===== src/rtl/prog_loader_pkg.sv =====
// rtl/prog_loader_pkg.sv - shared types and constants for the program memory loader
package prog_loader_pkg;

    localparam int          LOADER_DATA_W = 16;
    localparam int          LOADER_ADDR_W = 8;
    localparam logic [7:0]  LOADER_SYNC   = 8'hA5;

    typedef enum logic [3:0] {
        LD_IDLE,
        LD_SYNC,
        LD_LEN,
        LD_HI,
        LD_LO,
        LD_WRITE,
        LD_CSUM,
        LD_DONE,
        LD_ERROR
    } loader_state_t;

    // Running frame checksum is a plain XOR over every payload byte.
    function automatic logic [7:0] csum_next(input logic [7:0] csum, input logic [7:0] data);
        return csum ^ data;
    endfunction

endpackage


===== src/rtl/prog_loader.sv =====
// rtl/prog_loader.sv - framed byte stream to program memory writer with CPU hold
module prog_loader
    import prog_loader_pkg::*;
#(
    parameter int         DATA_W    = LOADER_DATA_W,
    parameter int         ADDR_W    = LOADER_ADDR_W,
    parameter logic [7:0] SYNC_BYTE = LOADER_SYNC
) (
    input  logic              clk,
    input  logic              rst,
    input  logic              start,
    input  logic [7:0]        in_byte,
    input  logic              in_valid,
    output logic              in_ready,
    output logic              pm_we,
    output logic [ADDR_W-1:0] pm_addr,
    output logic [DATA_W-1:0] pm_wdata,
    output logic              cpu_hold,
    output logic              done,
    output logic              error,
    output logic [ADDR_W:0]   words_loaded
);

    localparam int             REM_W    = ADDR_W + 1;
    // A length byte of zero encodes a full 256-word image.
    localparam logic [REM_W-1:0] REM_FULL = REM_W'(256);

    loader_state_t     state_q, state_d;
    logic [7:0]        hi_q, hi_d;
    logic [7:0]        lo_q, lo_d;
    logic [ADDR_W-1:0] addr_q, addr_d;
    logic [REM_W-1:0]  rem_q, rem_d;
    logic [7:0]        csum_q, csum_d;
    logic [REM_W-1:0]  wl_q, wl_d;
    logic              hold_q, hold_d;
    logic              done_q, done_d;
    logic              err_q, err_d;
    logic [ADDR_W-1:0] last_addr_q, last_addr_d;
    logic [DATA_W-1:0] last_wdata_q, last_wdata_d;

    logic [DATA_W-1:0] word;

    assign word = DATA_W'({hi_q, lo_q});

    // State register; an asynchronous reset abandons any frame in flight.
    always_ff @(posedge clk or posedge rst) begin
        if (rst) begin
            state_q <= LD_IDLE;
        end else begin
            state_q <= state_d;
        end
    end

    // Datapath registers: assembled bytes, address, counters, flags and held write port values.
    always_ff @(posedge clk or posedge rst) begin
        if (rst) begin
            hi_q         <= '0;
            lo_q         <= '0;
            addr_q       <= '0;
            rem_q        <= '0;
            csum_q       <= '0;
            wl_q         <= '0;
            hold_q       <= 1'b0;
            done_q       <= 1'b0;
            err_q        <= 1'b0;
            last_addr_q  <= '0;
            last_wdata_q <= '0;
        end else begin
            hi_q         <= hi_d;
            lo_q         <= lo_d;
            addr_q       <= addr_d;
            rem_q        <= rem_d;
            csum_q       <= csum_d;
            wl_q         <= wl_d;
            hold_q       <= hold_d;
            done_q       <= done_d;
            err_q        <= err_d;
            last_addr_q  <= last_addr_d;
            last_wdata_q <= last_wdata_d;
        end
    end

    // Next-state, datapath updates and stream/memory handshake outputs.
    always_comb begin
        state_d      = state_q;
        hi_d         = hi_q;
        lo_d         = lo_q;
        addr_d       = addr_q;
        rem_d        = rem_q;
        csum_d       = csum_q;
        wl_d         = wl_q;
        hold_d       = hold_q;
        done_d       = done_q;
        err_d        = err_q;
        last_addr_d  = last_addr_q;
        last_wdata_d = last_wdata_q;
        in_ready     = 1'b0;
        pm_we        = 1'b0;
        pm_addr      = last_addr_q;
        pm_wdata     = last_wdata_q;

        case (state_q)
            LD_IDLE, LD_DONE, LD_ERROR: begin
                // Arming clears the previous frame's status but not the write port hold values.
                if (start) begin
                    state_d = LD_SYNC;
                    done_d  = 1'b0;
                    err_d   = 1'b0;
                    addr_d  = '0;
                    wl_d    = '0;
                    csum_d  = '0;
                    hold_d  = 1'b1;
                end
            end
            LD_SYNC: begin
                in_ready = 1'b1;
                if (in_valid && (in_byte == SYNC_BYTE)) begin
                    state_d = LD_LEN;
                end
            end
            LD_LEN: begin
                in_ready = 1'b1;
                if (in_valid) begin
                    rem_d   = (in_byte == 8'd0) ? REM_FULL : REM_W'(in_byte);
                    state_d = LD_HI;
                end
            end
            LD_HI: begin
                in_ready = 1'b1;
                if (in_valid) begin
                    hi_d    = in_byte;
                    csum_d  = csum_next(csum_q, in_byte);
                    state_d = LD_LO;
                end
            end
            LD_LO: begin
                in_ready = 1'b1;
                if (in_valid) begin
                    lo_d    = in_byte;
                    csum_d  = csum_next(csum_q, in_byte);
                    state_d = LD_WRITE;
                end
            end
            LD_WRITE: begin
                // Stream is stalled for this cycle while the assembled word goes to memory.
                pm_we        = 1'b1;
                pm_addr      = addr_q;
                pm_wdata     = word;
                last_addr_d  = addr_q;
                last_wdata_d = word;
                addr_d       = addr_q + ADDR_W'(1);
                wl_d         = wl_q + REM_W'(1);
                rem_d        = rem_q - REM_W'(1);
                state_d      = (rem_q == REM_W'(1)) ? LD_CSUM : LD_HI;
            end
            LD_CSUM: begin
                in_ready = 1'b1;
                if (in_valid) begin
                    hold_d = 1'b0;
                    if (in_byte == csum_q) begin
                        done_d  = 1'b1;
                        state_d = LD_DONE;
                    end else begin
                        err_d   = 1'b1;
                        state_d = LD_ERROR;
                    end
                end
            end
            default: begin
                state_d = LD_IDLE;
            end
        endcase
    end

    assign cpu_hold     = hold_q;
    assign done         = done_q;
    assign error        = err_q;
    assign words_loaded = wl_q;

endmodule


===== config.mk =====
export PLATFORM = sky130hd
export DESIGN_NAME = prog_loader
export DESIGN_NICKNAME = d
export VERILOG_FILES = /design/src/rtl/prog_loader_pkg.sv /design/src/rtl/prog_loader.sv
export SDC_FILE = /design/constraint.sdc
export NUM_CORES = 1
export LEC_CHECK = 0
export CAP_MARGIN = 10
export CORE_MARGIN = 2
export CORE_UTILIZATION = 50
export CTS_BUF_LIST = sky130_fd_sc_hd__clkbuf_16
export DETAILED_ROUTE_END_ITERATION = 12
export PLACE_DENSITY_LB_ADDON = 0.12
export SYNTH_ARGS = -nofsm -noshare
export SYNTH_HDL_FRONTEND = slang
export SYNTH_SLANG_ARGS = --single-unit

===== constraint.sdc =====
create_clock -name clk -period 2.62 [get_ports clk]
set_input_delay 0.262 -clock clk [delete_from_list [all_inputs] [get_ports clk]]
set_output_delay 0.262 -clock clk [all_outputs]
set_load 0.05 [all_outputs]

==> impl_metrics.env, run 1 <==
export IMPL_worst_hold_slack_ps=337
export IMPL_grt_usage_pct=22.7
export IMPL_syn_to_final_growth_pct=31.6
export IMPL_viasPerCell=5.60
export IMPL_crit_type="flop to output port"
export IMPL_power_density_mw_per_mm2=1330
export IMPL_fin_cells=552
export IMPL_yosys_warnings=0
export IMPL_synthDistinctLibCells=56
export IMPL_ys_ff_latch=81
export IMPL_die_area_mm2=0.00844
export IMPL_slew_headroom_pct=47.4
export IMPL_yosysMostFrequentCell="nand2_1"
export IMPL_synth_fp_nets=408
export IMPL_p_leak_nw=2.30
export IMPL_route_met2_wl_mm=4.49
export IMPL_seq_area_frac_synth_pct=52.5
export IMPL_placementRows=32
export IMPL_filler_cell_count=626
export IMPL_fin_util_pct=66.8
export IMPL_drt_met1_wl_mm=3.74
export IMPL_yosysTopAreaCellShare_pct=52.5
export IMPL_grt_overflow_total=0
export IMPL_syn_avg_cell_area_um2=9.85
export IMPL_wl_mm=8.74
export IMPL_async_flop_share_pct=100
export IMPL_clk_latency_ps=330
export IMPL_antenna_found_initial=0
export IMPL_wl_met3_um=367
export IMPL_numCtsBuffers=9
export IMPL_status="completed"
export IMPL_first_pass_iters=4
export IMPL_cp_data_arrival_time_ps=2180
export IMPL_drt_iter0_markers=188
export IMPL_clock_skew_ps=6.02
export IMPL_grt_max_degree=82
export IMPL_hpwl_mm=5.64
export IMPL_initial_core_util_pct=50.7
export IMPL_cts_tree="done"
export IMPL_drc=0
export IMPL_grt_pass1_vias=3064
export IMPL_die_w_um=91.9
export IMPL_finalHoldViolCount=0
export IMPL_post_drt_wl_per_cell_um=15.8
export IMPL_place_area_mm2=0.00476
export IMPL_rsz0062_at_grt="false"
export IMPL_fmax_mhz=409
export IMPL_synth_edf_count=0
export IMPL_cp_end_kind="output port"
export IMPL_cts_setup_buffers=0
export IMPL_yosys_area_top_type="dfrtp_1"
export IMPL_portBuffers=49
export IMPL_cts_buffer_depth=2
export IMPL_regArea_mm2=0.00203
export IMPL_holdBufCountCts=0
export IMPL_clockRootBuffer="clkbuf_16"
export IMPL_crit_fanout=44
export IMPL_topRoutingLayerUsed="met4"
export IMPL_final_cell_area_mm2=0.00508
export IMPL_synth_cell_area_mm2=0.00386
export IMPL_synth_area_leaders="dfrtp_1, nand2_1, mux2_2"
export IMPL_cts_resized_gates=0
export IMPL_clkSinkCount=81
export IMPL_io_pins=50
export IMPL_vias=3090
export IMPL_core_mm2=0.00761
export IMPL_drtAntennaViolNets=0
export IMPL_fin_nets=461
export IMPL_worst_slew_pin_slew_ps=782
export IMPL_finalCritPeriodShare_pct=93.3
export IMPL_tns_ps=0
export IMPL_slew_violations=0
export IMPL_synth_main_ff_cell="dfrtp_1"
export IMPL_startpoint_type="flop"
export IMPL_gp_congestion=0.827
export IMPL_required_ps=2360
export IMPL_syn_inst=392
export IMPL_clk_pin_slew_ps=60
export IMPL_setup_viol=0
export IMPL_die_h_um=91.9
export IMPL_htreeDepth=3
export IMPL_grt_pass1_wl_mm=15.0
export IMPL_synth_top_cells_by_count="nand2_1, dfrtp_1, o21ai_0"
export IMPL_multi_input_area_mm2=0.00171
export IMPL_drive_gt1_share_pct=18.4
export IMPL_hold_path_class="input pin to async pin"
export IMPL_min_period_ps=2440
export IMPL_dp_cells=536
export IMPL_antenna_cells=0
export IMPL_maxCapViolations=0
export IMPL_ir_worst_vdd_uv=660
## area by class of cell
class	count	area share (%)
Clock buffer	9	4.43
Inverter	6	0.493
Timing Repair Buffer	63	17.2
Multi-Input combinational cell	284	33.7
Sequential cell	81	39.9
Clock inverter	7	1.72
Tap cell	102	2.51
## report_power, final
| group | switching [mW] | internal [mW] | total, mW |
|---|---|---|---|
| logic | 1.86 | 1.44 | 3.30 |
| clock network | 0.479 | 0.825 | 1.30 |
| registers | 0.409 | 1.75 | 2.15 |
## state kept, by name, summed over array words and instances (netlist names), 4 cells and up
register and count:
last_wdata_q 16, words_loaded 9, rem_q 9, hi_q 8, csum_q 8, lo_q 8
addr_q 8, last_addr_q 8, state_q 4
## cells in the final DEF, fill, tap and decap left out, drive strengths merged, types with 2 or more instances in the layout
cell / Yosys / layout
a211oi: 3 / 3
ha: 4 / 4
nand2: 100 / 100
a21oi: 2 / 2
mux2: 19 / 19
nor2: 18 / 18
or4: 3 / 3
o31ai: 3 / 3
dfrtp: 81 / 81
a31oi: 4 / 4
inv: 5 / 6
nor3b: 2 / 2
clkinv: 1 / 4
o21ai: 36 / 36
nand3b: 3 / 3
nand3: 12 / 12
bufinv: 0 / 2
nor3: 5 / 5
nand4: 7 / 7
clkdlybuf4s50: 0 / 23
o211ai: 8 / 8
o311ai: 4 / 4
nand2b: 9 / 9
nor4: 5 / 5
a21o: 3 / 3
clkbuf: 10 / 9
and3: 3 / 3
buf: 11 / 39
xor2: 12 / 12
o22a: 2 / 2
## final timing paths
check                           cells after the start  slack [ps]       start        endpoint
max in group asynchronous                           3        1930         rst      state_q[2]
worst max register to register                      7         420  state_q[1]        rem_q[8]
min in group clk                                    1         490    cpu_hold        cpu_hold
worst min register to register                      1         490    cpu_hold        cpu_hold
worst max-delay path                                6         180  state_q[1]     pm_wdata[4]
worst min-delay path                                3         340         rst  last_addr_q[4]
## worst max-delay path: stages (launching register included)
cell      delay, ps
dfrtp_1         540
or4_4           610
clkinv_2         80
buf_12          220
nand2_1         110
nand2_1         130
buf_12          150
## routing by layer
metal / vias up / global-route usage (%)
met4: 0 / 7.96
met5: - / 0
met2: 88 / 37.3
met1: 1515 / 29.9
li1: 1475 / -
met3: 12 / 4.85
## kinds of logic after synthesis
family,share of synthesized area [%]
simple gates,21.8
buf+inv,3.11
flops,52.5
mux,5.64
compound gates,12.6
fa+ha+maj,1.30
xor+xnor,2.95
## per-stage QoR
stage / worst slack [ps] / power (mW)
after detailed placement: 347 / 5.47
after CTS: 67.3 / 6.82
after floorplan: 278 / 4.15
after global routing: 45.2 / 7.15
after global placement: 416 / 5.38
final: 175 / 6.76
(Power assumes the default switching activity.)
==> inputs of run 2 (changes only) <==
==> constraint.sdc (replaced) <==
create_clock -name clk -period 2.7 [get_ports clk]
set_input_delay 0.27 -clock clk [delete_from_list [all_inputs] [get_ports clk]]
set_output_delay 0.27 -clock clk [all_outputs]
set_load 0.05 [all_outputs]
==> run 2 against run 1 <==
  * Sequential power fell by 4%
  * Flip-flop and latch count did not move
  * Hold slack got worse by 30 ps
  * Clock power fell by 21%
  * Largest cell class unchanged
==> impl_metrics.env, run 2 (synthesis gave the netlist of run 1 again) <==
export IMPL_cp_data_arrival_time_ps=2300
export IMPL_numCtsBuffers=9
export IMPL_dp_slack_ps=324
export IMPL_p_clk_share_pct=16.3
export IMPL_tns_ps=0
export IMPL_cts_resized_gates=0
export IMPL_final_common_cell="nand2_1"
export IMPL_hpwl_mm=5.92
export IMPL_layout_common_cells="nand2_1, dfrtp_1, o21ai_0, buf_12, clkdlybuf4s50_1"
export IMPL_finalHoldViolCount=0
export IMPL_clock_skew_ps=5.11
export IMPL_wl_mm=8.72
export IMPL_clk_latency_ps=330
export IMPL_worst_slack_ps=129
export IMPL_holdBufCountCts=0
export IMPL_rsz0062_at_grt="false"
export IMPL_crit_start="state_q[1]"
export IMPL_min_period_ps=2570
export IMPL_syn_to_final_growth_pct=30.0
export IMPL_initial_core_util_pct=50.7
export IMPL_slew_headroom_pct=49.2
export IMPL_hold_path_class="input pin to async pin"
export IMPL_grt_pass1_wl_mm=15.0
export IMPL_clkSinkCount=81
export IMPL_grt_usage_pct=22.4
export IMPL_core_mm2=0.00761
export IMPL_worst_slew_pin_slew_ps=755
export IMPL_first_pass_iters=4
export IMPL_grt_max_degree=52
export IMPL_swShare_pct=41.8
export IMPL_filler_cell_count=610
export IMPL_cp_slowest_stage_delay_ps=620
export IMPL_drive_gt1_share_pct=18.3
export IMPL_combinationalPowerShare_pct=51.4
export IMPL_status="completed"
export IMPL_worst_hold_slack_ps=307
export IMPL_startpoint_type="flop"
export IMPL_drtAntennaViolNets=0
export IMPL_fmax_mhz=389
export IMPL_ir_worst_vdd_uv=1030
export IMPL_p_leak_nw=2.27
export IMPL_seqPwrFrac_pct=32.4
export IMPL_crit_family="simple AND/OR/NAND/NOR gates"
export IMPL_drc=0
export IMPL_viasPerCell=5.63
export IMPL_antenna_cells=0
export IMPL_die_h_um=91.9
export IMPL_drt_iter0_markers=204
export IMPL_finalCritPeriodShare_pct=95.2
export IMPL_post_drt_wl_per_cell_um=15.9
export IMPL_clk_pin_slew_ps=60
export IMPL_maxCapViolations=0
export IMPL_critical_path_buf_inv_count=3
export IMPL_antenna_found_initial=0
export IMPL_placementRows=32
export IMPL_grt_pass1_vias=3045
export IMPL_cp_end_kind="output port"
export IMPL_setup_viol=0
export IMPL_htreeDepth=3
export IMPL_slew_violations=0
export IMPL_final_cell_area_mm2=0.00502
export IMPL_cts_buffer_depth=2
export IMPL_die_area_mm2=0.00844
export IMPL_vias=3095
export IMPL_portBuffers=49
export IMPL_p_sw_mw=2.66
export IMPL_cts_setup_buffers=0
export IMPL_crit_type="flop to output port"
export IMPL_largest_register_ffs=16
export IMPL_crit_slowest_cell="or4_4"
export IMPL_multi_input_area_mm2=0.00171
export IMPL_clockRootBuffer="clkbuf_16"
export IMPL_crit_chain="or4_4 -> clkinv_2 -> buf_12 -> nand2_1 -> nand2_1 -> buf_12"
export IMPL_gp_congestion=0.836
export IMPL_place_area_mm2=0.00478
export IMPL_regArea_mm2=0.00203
export IMPL_crit_fanout=36
export IMPL_p_int_mw=3.71
export IMPL_fin_nets=463
export IMPL_die_w_um=91.9
export IMPL_grt_overflow_total=0
export IMPL_top_register="last_wdata_q"
export IMPL_r2r_start="state_q[1]"
export IMPL_io_pins=50
export IMPL_power_density_mw_per_mm2=1270
export IMPL_cts_tree="done"
export IMPL_required_ps=2430
==> run 2: cell types whose count changed in the layout (fill, tap and decap cells not counted), sizes merged <==
cell and delta:
buf +2, bufinv -2, dlymetal6s2s -1, clkdlybuf4s50 +1, clkinvlp -1, inv -1
==> run 2: area by class of cell <==
class	count	share of cell area, %
flip-flops and latches	81	40.4
multi-input cells	284	34.1
repair buffers	65	17.7
clock buffers	9	4.49
well taps	102	2.54
inverters	6	0.499
clock inverters	3	0.274
==> run 2: final timing paths <==
| path | endpoint | slack [ps] | depth (start not counted) |
|---|---|---|---|
| setup reg to reg | words_loaded[7] | 490 | 6 |
| max in group asynchronous | rem_q[4] | 1740 | 3 |
| hold reg to reg | cpu_hold | 480 | 1 |
| hold / removal | last_addr_q[4] | 310 | 2 |
| min in group clk | cpu_hold | 480 | 1 |
| setup / recovery | pm_wdata[10] | 130 | 6 |
==> run 2: metal layers <==
layer	routed length (um)	track usage, %	part of all wire [%]
met2	4260	36.0	49
met1	3940	30.3	45
met3	336	3.78	3.9
met4	178	9.08	2.0
met5	0	0	0
==> run 2: per-stage QoR <==
stage	std cells	power, mW	util, %
detailed placement	538	5.34	62.8
global placement	538	5.27	62.8
global route	550	6.73	66.0
floorplan	392	4.02	-
finish	550	6.36	66.0
CTS	550	6.39	66.0
==> run 2: power groups by stage <==
stage	logic [mW]	registers, mW	clock network (mW)
6_report	3.27	2.06	1.03
3_5_place_dp	3.28	2.07	0
5_1_grt	3.52	2.12	1.09
4_1_cts	3.29	2.05	1.05
3_3_place_gp	3.22	2.04	0
2_1_floorplan	1.95	2.07	0
==> run 2: worst register-to-register path, cell delays in order (launching register included) <==
cell and delay, ps:
dfrtp_1 560, or4_4 620, clkinv_2 180, buf_12 230
nand4_1 200, o211ai_1 220, o31ai_1 90
==> inputs of run 3 (changes only) <==
--- a/config.mk
+++ b/config.mk
@@ -5,11 +5,13 @@
 export SDC_FILE = /design/constraint.sdc
 export NUM_CORES = 1
 export LEC_CHECK = 0
+export ABC_CLOCK_PERIOD_IN_PS = 2700
 export CAP_MARGIN = 10
 export CORE_MARGIN = 2
-export CORE_UTILIZATION = 50
+export CORE_UTILIZATION = 29
 export CTS_BUF_LIST = sky130_fd_sc_hd__clkbuf_16
 export DETAILED_ROUTE_END_ITERATION = 12
+export MAX_ROUTING_LAYER = met4
 export PLACE_DENSITY_LB_ADDON = 0.12
 export SYNTH_ARGS = -nofsm -noshare
 export SYNTH_HDL_FRONTEND = slang
==> run 3 against run 2 <==
  * First-iteration DRC count is 1.5% lower
  * Clock power up 21%
  * Die area is 69% higher
  * Cell area rose by 2.5%
  * Largest cell class unchanged
  * Sequential power is 2% higher
  * Critical path depth shrank 3
  * Non-clock buffer count shrank 4
  * Fmax up 0.69%
  * Largest power group unchanged
==> impl_metrics.env, run 3 (synthesis gave the netlist of run 1 again) <==
export IMPL_status="completed"
export IMPL_io_pins=50
export IMPL_crit_chain="nor3_1 -> a211oi_1 -> clkdlybuf4s50_1"
export IMPL_hold_path_class="input pin to async pin"
export IMPL_crit_fanout=17
export IMPL_antenna_cells=0
export IMPL_multi_input_area_mm2=0.00171
export IMPL_dp_cells=608
export IMPL_min_period_ps=2550
export IMPL_post_drt_wl_per_cell_um=14.9
export IMPL_cp_num_cells=3
export IMPL_drt_met1_wl_mm=4.47
export IMPL_holdBufCountCts=0
export IMPL_rsz0062_at_grt="false"
export IMPL_core_mm2=0.0131
export IMPL_slew_headroom_pct=49.2
export IMPL_gp_congestion=0.774
export IMPL_cp_end_kind="output port"
export IMPL_critical_path_buf_inv_count=1
export IMPL_grt_overflow_total=0
export IMPL_finalHoldViolCount=0
export IMPL_die_area_mm2=0.0142
export IMPL_vias=2986
export IMPL_cp_slowest_stage_delay_ps=860
export IMPL_topRoutingLayerUsed="met4"
export IMPL_maxCapViolations=0
export IMPL_grt_usage_pct=14.2
export IMPL_cts_buffer_depth=2
export IMPL_cts_tree="done"
export IMPL_htreeDepth=3
export IMPL_fin_cells=624
export IMPL_drt_iter0_markers=201
export IMPL_placementRows=42
export IMPL_route_met2_wl_mm=4.42
export IMPL_worst_slew_pin_slew_ps=755
export IMPL_cp_data_arrival_time_ps=2280
export IMPL_wl_met3_um=278
export IMPL_fin_nets=459
export IMPL_grt_pass1_wl_mm=15.4
export IMPL_crit_type="flop to output port"
export IMPL_dp_slack_ps=271
export IMPL_grt_max_degree=82
export IMPL_drc=0
export IMPL_grt_pass1_vias=2942
export IMPL_clkSinkCount=81
export IMPL_crit_slowest_cell="clkdlybuf4s50_1"
export IMPL_clk_latency_ps=340
export IMPL_slew_violations=0
export IMPL_tns_ps=0
export IMPL_first_pass_iters=4
export IMPL_antenna_found_initial=0
export IMPL_largest_register_ffs=16
export IMPL_clk_pin_slew_ps=60
export IMPL_top_register="last_wdata_q"
export IMPL_worst_slack_ps=147
export IMPL_drtAntennaViolNets=0
export IMPL_numCtsBuffers=9
export IMPL_portBuffers=49
export IMPL_setup_viol=0
export IMPL_fmax_mhz=392
export IMPL_syn_to_final_growth_pct=33.3
export IMPL_clockRootBuffer="clkbuf_16"
export IMPL_worst_hold_slack_ps=346
export IMPL_wl_mm=9.29
export IMPL_crit_family="buffers and inverters"
export IMPL_required_ps=2430
export IMPL_ir_worst_vdd_uv=619
export IMPL_startpoint_type="flop"
export IMPL_filler_cell_count=1322
export IMPL_initial_core_util_pct=29.4
export IMPL_p_total_mw=6.53
export IMPL_viasPerCell=4.79
export IMPL_drive_gt1_share_pct=18.8
export IMPL_hpwl_mm=6.20
export IMPL_clock_skew_ps=10.1
export IMPL_power_density_mw_per_mm2=1270
export IMPL_die_w_um=119
export IMPL_finalCritPeriodShare_pct=94.6
export IMPL_final_common_cell="nand2_1"
export IMPL_die_h_um=119
export IMPL_p_leak_nw=2.27
export IMPL_layout_common_cells="nand2_1, dfrtp_1, o21ai_0, buf_12, clkdlybuf4s50_1"
export IMPL_reg2reg_depth=8
export IMPL_regArea_mm2=0.00203
run 3: worst paths after layout:
| path | start | to | slack (ps) |
|---|---|---|---|
| setup / recovery | state_q[1] | in_ready | 150 |
| hold / removal | rst | last_wdata_q[13] | 350 |
| setup reg to reg | state_q[0] | rem_q[8] | 470 |
| hold reg to reg | addr_q[7] | addr_q[7] | 490 |
| max in group asynchronous | rst | state_q[2] | 1970 |
| min in group clk | addr_q[7] | addr_q[7] | 490 |
run 3: final cells by class:
type / count / area share [%]
Tap cell: 176 / 4.28
Multi-Input combinational cell: 284 / 33.3
Clock inverter: 7 / 1.51
Sequential cell: 81 / 39.4
Clock buffer: 9 / 4.38
Inverter: 6 / 0.486
Timing Repair Buffer: 61 / 16.6
run 3: metrics by stage:
stage	utilization, %	area, um^2
floorplan	-	3860
global placement	36.8	4840
detailed placement	36.8	4840
CTS	39.2	5140
global route	39.2	5140
finish	39.2	5140
run 3: report_power, final:
part	total, mW	internal (mW)	switching (mW)
sequential	2.10	1.69	0.404
clock	1.25	0.725	0.525
combinational	3.18	1.39	1.79
run 3: worst min-delay path, cell delays in order:
cell             delay (ps)
clkdlybuf4s50_1         420
clkinv_2                 70
buf_12                  340
run 3: layer usage:
| layer | up-vias | track usage, % |
|---|---|---|
| li1 | 1471 | - |
| met1 | 1460 | 19.0 |
| met2 | 44 | 21.6 |
| met3 | 11 | 3.07 |
| met4 | 0 | 4.85 |
| met5 | - | - |
run 3: repair_timing:
action | CTS | global route
setup buffers | 0 | 0
setup endpoints to repair | 0 | 21
gates resized for setup | 0 | 1
